[src/rtl/muldiv_sequencer.sv]
// Multi-cycle multiply/divide unit for the execute stage: a single-cycle multiply,
// a DIV_ITER-cycle restoring divide, and stall/done handshaking to the pipeline.

`ifndef MUL
`define MUL    5'd16
`endif
`ifndef MULH
`define MULH   5'd17
`endif
`ifndef MULHSU
`define MULHSU 5'd18
`endif
`ifndef MULHU
`define MULHU  5'd19
`endif
`ifndef DIV
`define DIV    5'd20
`endif
`ifndef DIVU
`define DIVU   5'd21
`endif
`ifndef REM
`define REM    5'd22
`endif
`ifndef REMU
`define REMU   5'd23
`endif

module muldiv_sequencer #(
    parameter int unsigned DIV_ITER = 32
) (
    input  logic        clk,
    input  logic        reset,
    input  logic        start,
    input  logic [4:0]  alucode,
    input  logic [31:0] op1,
    input  logic [31:0] op2,
    input  logic        flush,
    output logic        stall,
    output logic        done,
    output logic [31:0] result
);

    localparam int unsigned     CntW     = $clog2(DIV_ITER) + 1;
    localparam logic [CntW-1:0] LastIter = CntW'(DIV_ITER - 1);
    localparam logic [CntW-1:0] MaxCnt   = CntW'(DIV_ITER);

    typedef enum logic [1:0] {StIdle, StMul, StDiv, StDone} state_e;

    state_e          state_q, state_d;
    logic [4:0]      op_q;
    logic [31:0]     a_q, b_q;
    logic [31:0]     quot_q, rem_q, dvs_q;
    logic [CntW-1:0] cnt_q;
    logic            neg_quot_q, neg_rem_q;
    logic [31:0]     result_q;

    logic        valid_op, is_mul, is_signed_div, is_div_quot;
    logic        accept, overflow, special, last_iter;
    logic [31:0] special_res, abs_a, abs_b;

    always_comb begin
        valid_op = 1'b0;
        is_mul   = 1'b0;
        case (alucode)
            `MUL, `MULH, `MULHSU, `MULHU: begin
                valid_op = 1'b1;
                is_mul   = 1'b1;
            end
            `DIV, `DIVU, `REM, `REMU: valid_op = 1'b1;
            default: ;
        endcase
    end

    assign is_signed_div = (alucode == `DIV) || (alucode == `REM);
    assign is_div_quot   = (alucode == `DIV) || (alucode == `DIVU);
    assign accept        = (state_q == StIdle) && start && !flush && valid_op;
    assign overflow      = is_signed_div && (op1 == 32'h8000_0000) && (op2 == 32'hFFFF_FFFF);
    assign special       = !is_mul && ((op2 == 32'h0) || overflow);
    assign abs_a         = (is_signed_div && op1[31]) ? -op1 : op1;
    assign abs_b         = (is_signed_div && op2[31]) ? -op2 : op2;
    assign last_iter     = (cnt_q == LastIter);

    // Divide-by-zero and signed overflow bypass the iteration loop entirely.
    always_comb begin
        if (op2 == 32'h0) begin
            special_res = is_div_quot ? 32'hFFFF_FFFF : op1;
        end else begin
            special_res = is_div_quot ? 32'h8000_0000 : 32'h0;
        end
    end

    // Multiply on latched operands; 33-bit extension selects signed/unsigned per op.
    logic               a_sx, b_sx;
    logic signed [32:0] mul_a, mul_b;
    logic signed [63:0] prod;
    logic [31:0]        mul_res;

    always_comb begin
        a_sx    = (op_q != `MULHU);
        b_sx    = (op_q == `MUL) || (op_q == `MULH);
        mul_a   = $signed({a_sx & a_q[31], a_q});
        mul_b   = $signed({b_sx & b_q[31], b_q});
        prod    = 64'(mul_a) * 64'(mul_b);
        mul_res = (op_q == `MUL) ? prod[31:0] : prod[63:32];
    end

    // One restoring shift-subtract step on magnitudes.
    logic [32:0] shifted, sub;
    logic        ge;
    logic [31:0] quot_nxt, rem_nxt, div_res;
    logic        unused_sub;

    always_comb begin
        shifted  = {rem_q, quot_q[31]};
        sub      = shifted - {1'b0, dvs_q};
        ge       = (shifted >= {1'b0, dvs_q});
        rem_nxt  = ge ? sub[31:0] : shifted[31:0];
        quot_nxt = {quot_q[30:0], ge};
        if ((op_q == `DIV) || (op_q == `DIVU)) begin
            div_res = neg_quot_q ? -quot_nxt : quot_nxt;
        end else begin
            div_res = neg_rem_q ? -rem_nxt : rem_nxt;
        end
    end

    assign unused_sub = sub[32];

    always_ff @(posedge clk or negedge reset) begin
        if (!reset) begin
            state_q <= StIdle;
        end else begin
            state_q <= state_d;
        end
    end

    always_comb begin
        state_d = state_q;
        case (state_q)
            StIdle: begin
                if (accept) begin
                    if (special) begin
                        state_d = StDone;
                    end else begin
                        state_d = is_mul ? StMul : StDiv;
                    end
                end
            end
            StMul:   state_d = flush ? StIdle : StDone;
            StDiv: begin
                if (flush) begin
                    state_d = StIdle;
                end else if (last_iter) begin
                    state_d = StDone;
                end
            end
            StDone:  state_d = StIdle;
            default: state_d = StIdle;
        endcase
    end

    always_comb begin
        stall  = accept || (state_q == StMul) || (state_q == StDiv);
        done   = (state_q == StDone);
        result = result_q;
    end

    always_ff @(posedge clk or negedge reset) begin
        if (!reset) begin
            op_q       <= 5'h0;
            a_q        <= 32'h0;
            b_q        <= 32'h0;
            quot_q     <= 32'h0;
            rem_q      <= 32'h0;
            dvs_q      <= 32'h0;
            cnt_q      <= '0;
            neg_quot_q <= 1'b0;
            neg_rem_q  <= 1'b0;
            result_q   <= 32'h0;
        end else if (accept) begin
            op_q       <= alucode;
            a_q        <= op1;
            b_q        <= op2;
            quot_q     <= abs_a;
            rem_q      <= 32'h0;
            dvs_q      <= abs_b;
            cnt_q      <= '0;
            neg_quot_q <= is_signed_div && (op1[31] ^ op2[31]);
            neg_rem_q  <= is_signed_div && op1[31];
            if (special) begin
                result_q <= special_res;
            end
        end else if (state_q == StMul && !flush) begin
            result_q <= mul_res;
        end else if (state_q == StDiv && !flush) begin
            quot_q <= quot_nxt;
            rem_q  <= rem_nxt;
            cnt_q  <= (cnt_q == MaxCnt) ? cnt_q : cnt_q + CntW'(1);
            if (last_iter) begin
                result_q <= div_res;
            end
        end
    end

endmodule

[config.mk]
export PLATFORM = sky130hd
export DESIGN_NAME = muldiv_sequencer
export DESIGN_NICKNAME = d
export VERILOG_FILES = /design/src/rtl/muldiv_sequencer.sv
export SDC_FILE = /design/constraint.sdc
export NUM_CORES = 2
export LEC_CHECK = 0
export ABC_AREA = 1
export ABC_CLOCK_PERIOD_IN_PS = 7450
export CAP_MARGIN = 20
export CORE_ASPECT_RATIO = 1.4
export CORE_MARGIN = 4
export CORE_UTILIZATION = 55
export CTS_CLUSTER_SIZE = 10
export DETAILED_ROUTE_END_ITERATION = 10
export PLACE_DENSITY = 0.75
export RECOVER_POWER = 100
export SYNTH_ARGS = -nofsm -noshare
export SYNTH_HDL_FRONTEND = slang
export SYNTH_SLANG_ARGS = --single-unit
[constraint.sdc]
create_clock -name clk -period 7.45 [get_ports clk]
set_input_delay 1.1175 -clock clk [delete_from_list [all_inputs] [get_ports clk]]
set_output_delay 1.1175 -clock clk [all_outputs]
set_load 0.05 [all_outputs]
# After elaboration in Yosys (flattened, before gate mapping)
# Index checks and enable logic that the tools add are counted.
[op_classes]
n_eq_ne = 25
bitwise_logic = 3
order_cmp = 1
muxes = 34
mul = 1
reduce_logical = 31
addsub = 6
[op_table]
columns = ["cell", "count"]
rows = [
  ["2-to-1 mux 32 bit", 21],
  ["negation 32 bit", 4],
  ["== test 32 bit (second input constant)", 2],
  ["multiplier 33 x 33 -> 64 bit", 1],
  ["== test 5 bit (second input constant)", 12],
  ["greater-or-equal comparator 33 x 32 -> 1 bit", 1],
  ["logical NOT 32 bit", 1],
  ["subtractor 32 bit", 1],
  ["2-to-1 mux 6 bit", 4],
  ["2-to-1 mux 2 bit", 6],
  ["logical AND 1 bit", 11],
  ["one-hot mux 2 bit (4 select lines)", 1],
  ["OR reduction 8 bit", 1],
  ["logical OR 1 bit", 7],
  ["adder 6 x 1 -> 6 bit (second input constant)", 1],
  ["== test 6 x 5 -> 1 bit (second input constant)", 1],
  ["== test 6 bit (second input constant)", 1],
  ["!= test 2 bit (second input constant)", 3],
  ["AND reduction 3 bit", 2],
  ["nonzero test 3 bit", 2],
  ["!= test 5 bit (second input constant)", 1],
  ["== test 2 bit (second input constant)", 2],
  ["AND reduction 2 bit", 2],
  ["OR reduction 4 bit", 1],
  ["other kinds (9)", 12],
]
[totals]
out_inout_bits = 34
regBits = 207
word_cells = 112
in_bits = 73

# Depth between registers and ports, before layout
[depth]
depth_word = 9
mapped_depth = 36
mapped_depth_nobuf = 34

# Least setup slack after synthesis
# Ideal clock, no wire load.
[synth_path]
path_type = "register to register"
startpoint = "register op_q[2]"
endpoint = "register result_q[31], in the netlist result[31]"
t_arrival_ns = 7.585
synth_period_minus_slack_ns = 7.663
n_path_buf = 1
path_slack_ns = -0.213
setup_time_ns = 0.077
path_stages_with_launch = 30
cell_sequence = "dfrtp_1 nor2_1 nand4_1 inv_1 clkbuf_1 nor2_1 fa_1 fa_1 fa_1 fa_1 inv_1 fa_1 fa_1 fa_1 fa_1 inv_1 ha_1 a21oi_1 inv_1 a31oi_1 o21ai_0 a221oi_1 o21ai_0 a21oi_1 nor2_1 nor2_1 nand2_1 a21oi_1 nand2_1 a21oi_1"
[synth_via]
elab_chain_cells = 7
word_cells_on_any_way = 16
classes_between = "1 x mul; 5 x eq/ne; 6 x mux; 2 x bitwise; 2 x reduce/logical"
[synth_lines]
columns = ["element", "line_no", "text"]
rows = [
  ["start: declaration", "51", "logic [4:0] op_q;"],
  ["start signal: assignment", "181", "op_q <= alucode;"],
  ["== test 5 bit (no source line)", "-", ""],
  ["logical OR 1 bit, on equally long branches", "101, 120", ""],
  ["AND 1 bit / 2-to-1 mux 32 bit (equally long branches)", "103, 120", ""],
  ["multiplier 33 x 33 -> 64 bit / 2-to-1 mux 32 bit (equally long branches)", "104, 199", ""],
  ["2-to-1 mux 32 bit, on equally long branches", "105, 195", ""],
  ["2-to-1 mux 32 bit (*)", "193", "end else if (state_q == StMul && !flush) begin"],
  ["2-to-1 mux 32 bit (*)", "180", "end else if (accept) begin"],
  ["end signal: assignment", "191", "result_q <= special_res;"],
  ["end signal: assignment", "194", "result_q <= mul_res;"],
  ["end signal: assignment", "200", "result_q <= div_res;"],
  ["end: declaration", "56", "logic [31:0] result_q;"],
]
# Mark *: on every way between the ends. The rest lies on a longest branch, timed or not. The select of a mux whose other input is x is not followed.
# A chain may end at the register's enable or synchronous reset.

# Final worst setup path
[layout_path]
startpoint = "register op_q[3]"
endpoint = "register result_q[26], in the netlist result[26]"
# The elaborated chain is that of the path after synthesis.

==> metrics.md <==
| Metric | Value |
|---|---|
| Die Ht | 382 µm |
| DR vias/cell | 5.59 |
| Max Fanout on Critical Path | 6 |
| Top_reg_cell synth | dfrtp_1 |
| Crit path max-delay cell type | fa_2 |
| Final setup fails | 31 |
| Library cells used by synthesis | 68 |
| Number of flops mapped to enable cells by yosys | 0 |
| Synthesized area per cell | 7.61 µm² |
| Vias in the first global route | 54400 |
| Hold Crit Depth | 1 |
| Hold Crit Class | flop to flop |
| Yosys top cell area share | 0.410 |
| DP Area | 62600 µm² |
| Initial Utilization | 0.557 |
| Leading area contributor after synthesis | fa_1 |
| Reg-to-Reg Start | op_q[3] |
| Setup CP Type | flop to flop |
| Cell mode on critical path | fa_1 |
| Final net count | 9264 |
| Worst relative slew slack | -1.99 |
| Min-delay src | cnt_q[4] |
| Final core occ | 0.681 |
| Count leader, synth | inv_1 |
| Syn Nets | 8675 |
| Avg WL per Cell | 22.5 µm |
| 1st-iter DRT viols | 4315 |
| Sequential area share after synthesis | 0.0938 |
| Ports | 107 |
| Max_cap viols | 3 |
| CTS Sinks | 206 |
| Worst Path Required | 7.90 ns |
| Final worst setup slack | -0.544 ns |
| RSZ-0062 raised after global routing | true |
| Full die area | 105000 µm² |
| Seq cells post-synth | 206 |
| Gr usage total | 0.394 |
| Antenna violations before repair | 6 |
| Hpwl dp | 169 mm |
| TritonRoute pass-1 iters | 7 |
| Endpoints failing hold | 0 |
| Fill cells | 8091 |
| List of most frequent post-synthesis cells | inv_1 (1853), nand2_1 (1767), fa_1 (1126), nor2_1 (390), clkbuf_1 (324) |
| Fmax | 125 MHz |
| Area grow syn2layout | 22.3% |
| Clk root buf | clkbuf_16 |
| DRC Markers | 0 |
| Design area | 67200 µm² |
| Port buffer count | 106 |
| Slowest stage delay, CP | 0.64 ns |
| Core area | 98700 µm² |
| CP Launch Point | op_q[3] |
| Setup crit start kind | flop |
| Synth warn | 0 |
| Num CTS Buffers | 26 |
| Slew at the pin closest to its max-slew limit | 4.48 ns |
| DR vias | 51000 |
| Layout Skew | 0.0432 ns |
| Worst EP arrival | 8.45 ns |
| Failing checks | max-capacitance violations, max-slew violations, negative setup slack |
| Clk buf depth | 3 |
| Clock latency on the worst-skew pair | 0.61 ns |
| Clock slew at reported path FFs | 0.06 ns |
| CTS tree | done |
| Ratio of cells with drive above 1 in the final layout | 0.189 |
| Post-route ant nets | 0 |
| Status | finished with violations |
| Mapped Area | 55000 µm² |
| RD Place Congestion | 1.04 |
| Grt total ovfl | 0 |
| Period minus WS final | 7.99 ns |
| Global-route wire length before repair | 311 mm |
| WL final | 205 mm |
| Largest net degree at the start of global routing | 143 |
| Top cells by area, synth | fa_1 (41%), inv_1 (13%), nand2_1 (12%), dfrtp_1 (9.4%), ha_1 (5.8%) |
| Final-report max-slew violation count | 277 |
| Die W | 275 µm |
| Fin crit share | 1.07 |
| Reg2reg path depth | 32 |
| Row Count | 136 |
| Worst setup EP type | flop |
| FFs w/ async S/R, synth | 1.00 |
| H-tree depth | 1 |
| Post-Syn Instances | 7220 |
worst max-delay path: cells and delay by family (launching register included):
kind                     cells  cell delay (ns)
adder cells (fa/ha/maj)      9             4.42
buffers and inverters       10             1.27
AO/OA/AOI/OAI                7             1.00
AND/OR/NAND/NOR              6             0.78
flip-flops                   1             0.38
sequential cells by signal, indices dropped and copies added, names as in the netlist:
name and cells:
rem_q 32, cnt_q 6, op_q 5, neg_rem_q 1, quot_q 32, b_q 32
a_q 32, result 32, dvs_q 31, state_q 2, neg_quot_q 1
final timing paths:
kind | endpoint | slack, ns
max in group asynchronous | b_q[0] | 1.00
worst min register to register | cnt_q[4] | 0.51
worst max-delay path | result[26] | -0.54
min in group asynchronous | quot_q[17] | 2.14
worst min-delay path | cnt_q[4] | 0.51
worst max register to register | result[26] | -0.54
placed cells by master, fill, tap and decap left out, types with 42 or more instances in the layout:
cell type / n
ha_1: 212
dfrtp_1: 193
a21oi_1: 160
inv_2: 89
o21ai_1: 44
o21ai_0: 182
buf_6: 75
buf_4: 645
nand2_2: 74
ha_4: 42
fa_2: 52
nand3_1: 209
fa_1: 1074
nand2_1: 1706
buf_12: 90
a21oi_2: 70
clkdlybuf4s50_1: 104
nor2_1: 331
inv_1: 1766
nand4_1: 50
metrics by stage:
step           hold WS (ns)  cells  TNS (ns)  setup slack, ns
6_report              0.506   9130    -11.15           -0.544
5_1_grt               0.533   9129    -18.43           -0.822
4_1_cts               0.506   9091     -8.64           -0.505
3_5_place_dp          0.493   8991    -23.76            -1.15
3_3_place_gp          0.484   8991    -21.97            -1.13
2_1_floorplan         0.448   7220         0          0.00422
per-layer routing:
| metal | track usage | vias to the layer above | part of all wire |
|---|---|---|---|
| met1 | 0.440 | 25100 | 0.33 |
| li1 | - | 22400 | - |
| met5 | 0 | - | 0.000059 |
| met2 | 0.667 | 2555 | 0.48 |
| met4 | 0.306 | 2 | 0.11 |
| met3 | 0.0671 | 939 | 0.078 |
kinds of logic after synthesis:
kind of cell             count (synthesis)  synth area share
multiplexers                             1          0.000205
XOR/XNOR                                57           0.00908
flip-flops                             206            0.0938
adder cells (fa/ha/maj)               1382             0.468
buffers and inverters                 2231             0.155
AO/OA/AOI/OAI                          732            0.0773
AND/OR/NAND/NOR                       2611             0.196
area by class of cell:
cell class	count	area, µm²	share of cell area
antenna	3	7.51	0.000112
sequential	206	5170	0.0769
tap	1311	1640	0.0244
clock inverter	4	51.3	0.000763
clock buffer	31	711	0.0106
inverter	1867	7040	0.105
timing repair buffer	925	8670	0.129
multi-input combinational	4783	43900	0.654
what timing repair did:
item / in CTS / in global routing
endpoints found under the setup margin: 32 / 32
pin swaps: 249 / 232
setup buffers: 74 / 45
hold buffers: 0 / 0
endpoints found under the hold margin: 0 / 0
gates resized for setup: 538 / 271
gates cloned: 2 / 0
Power is left out: the tool's default activity adds up to more than one toggle a clock period on the data nets, which glitch-free logic cannot reach.
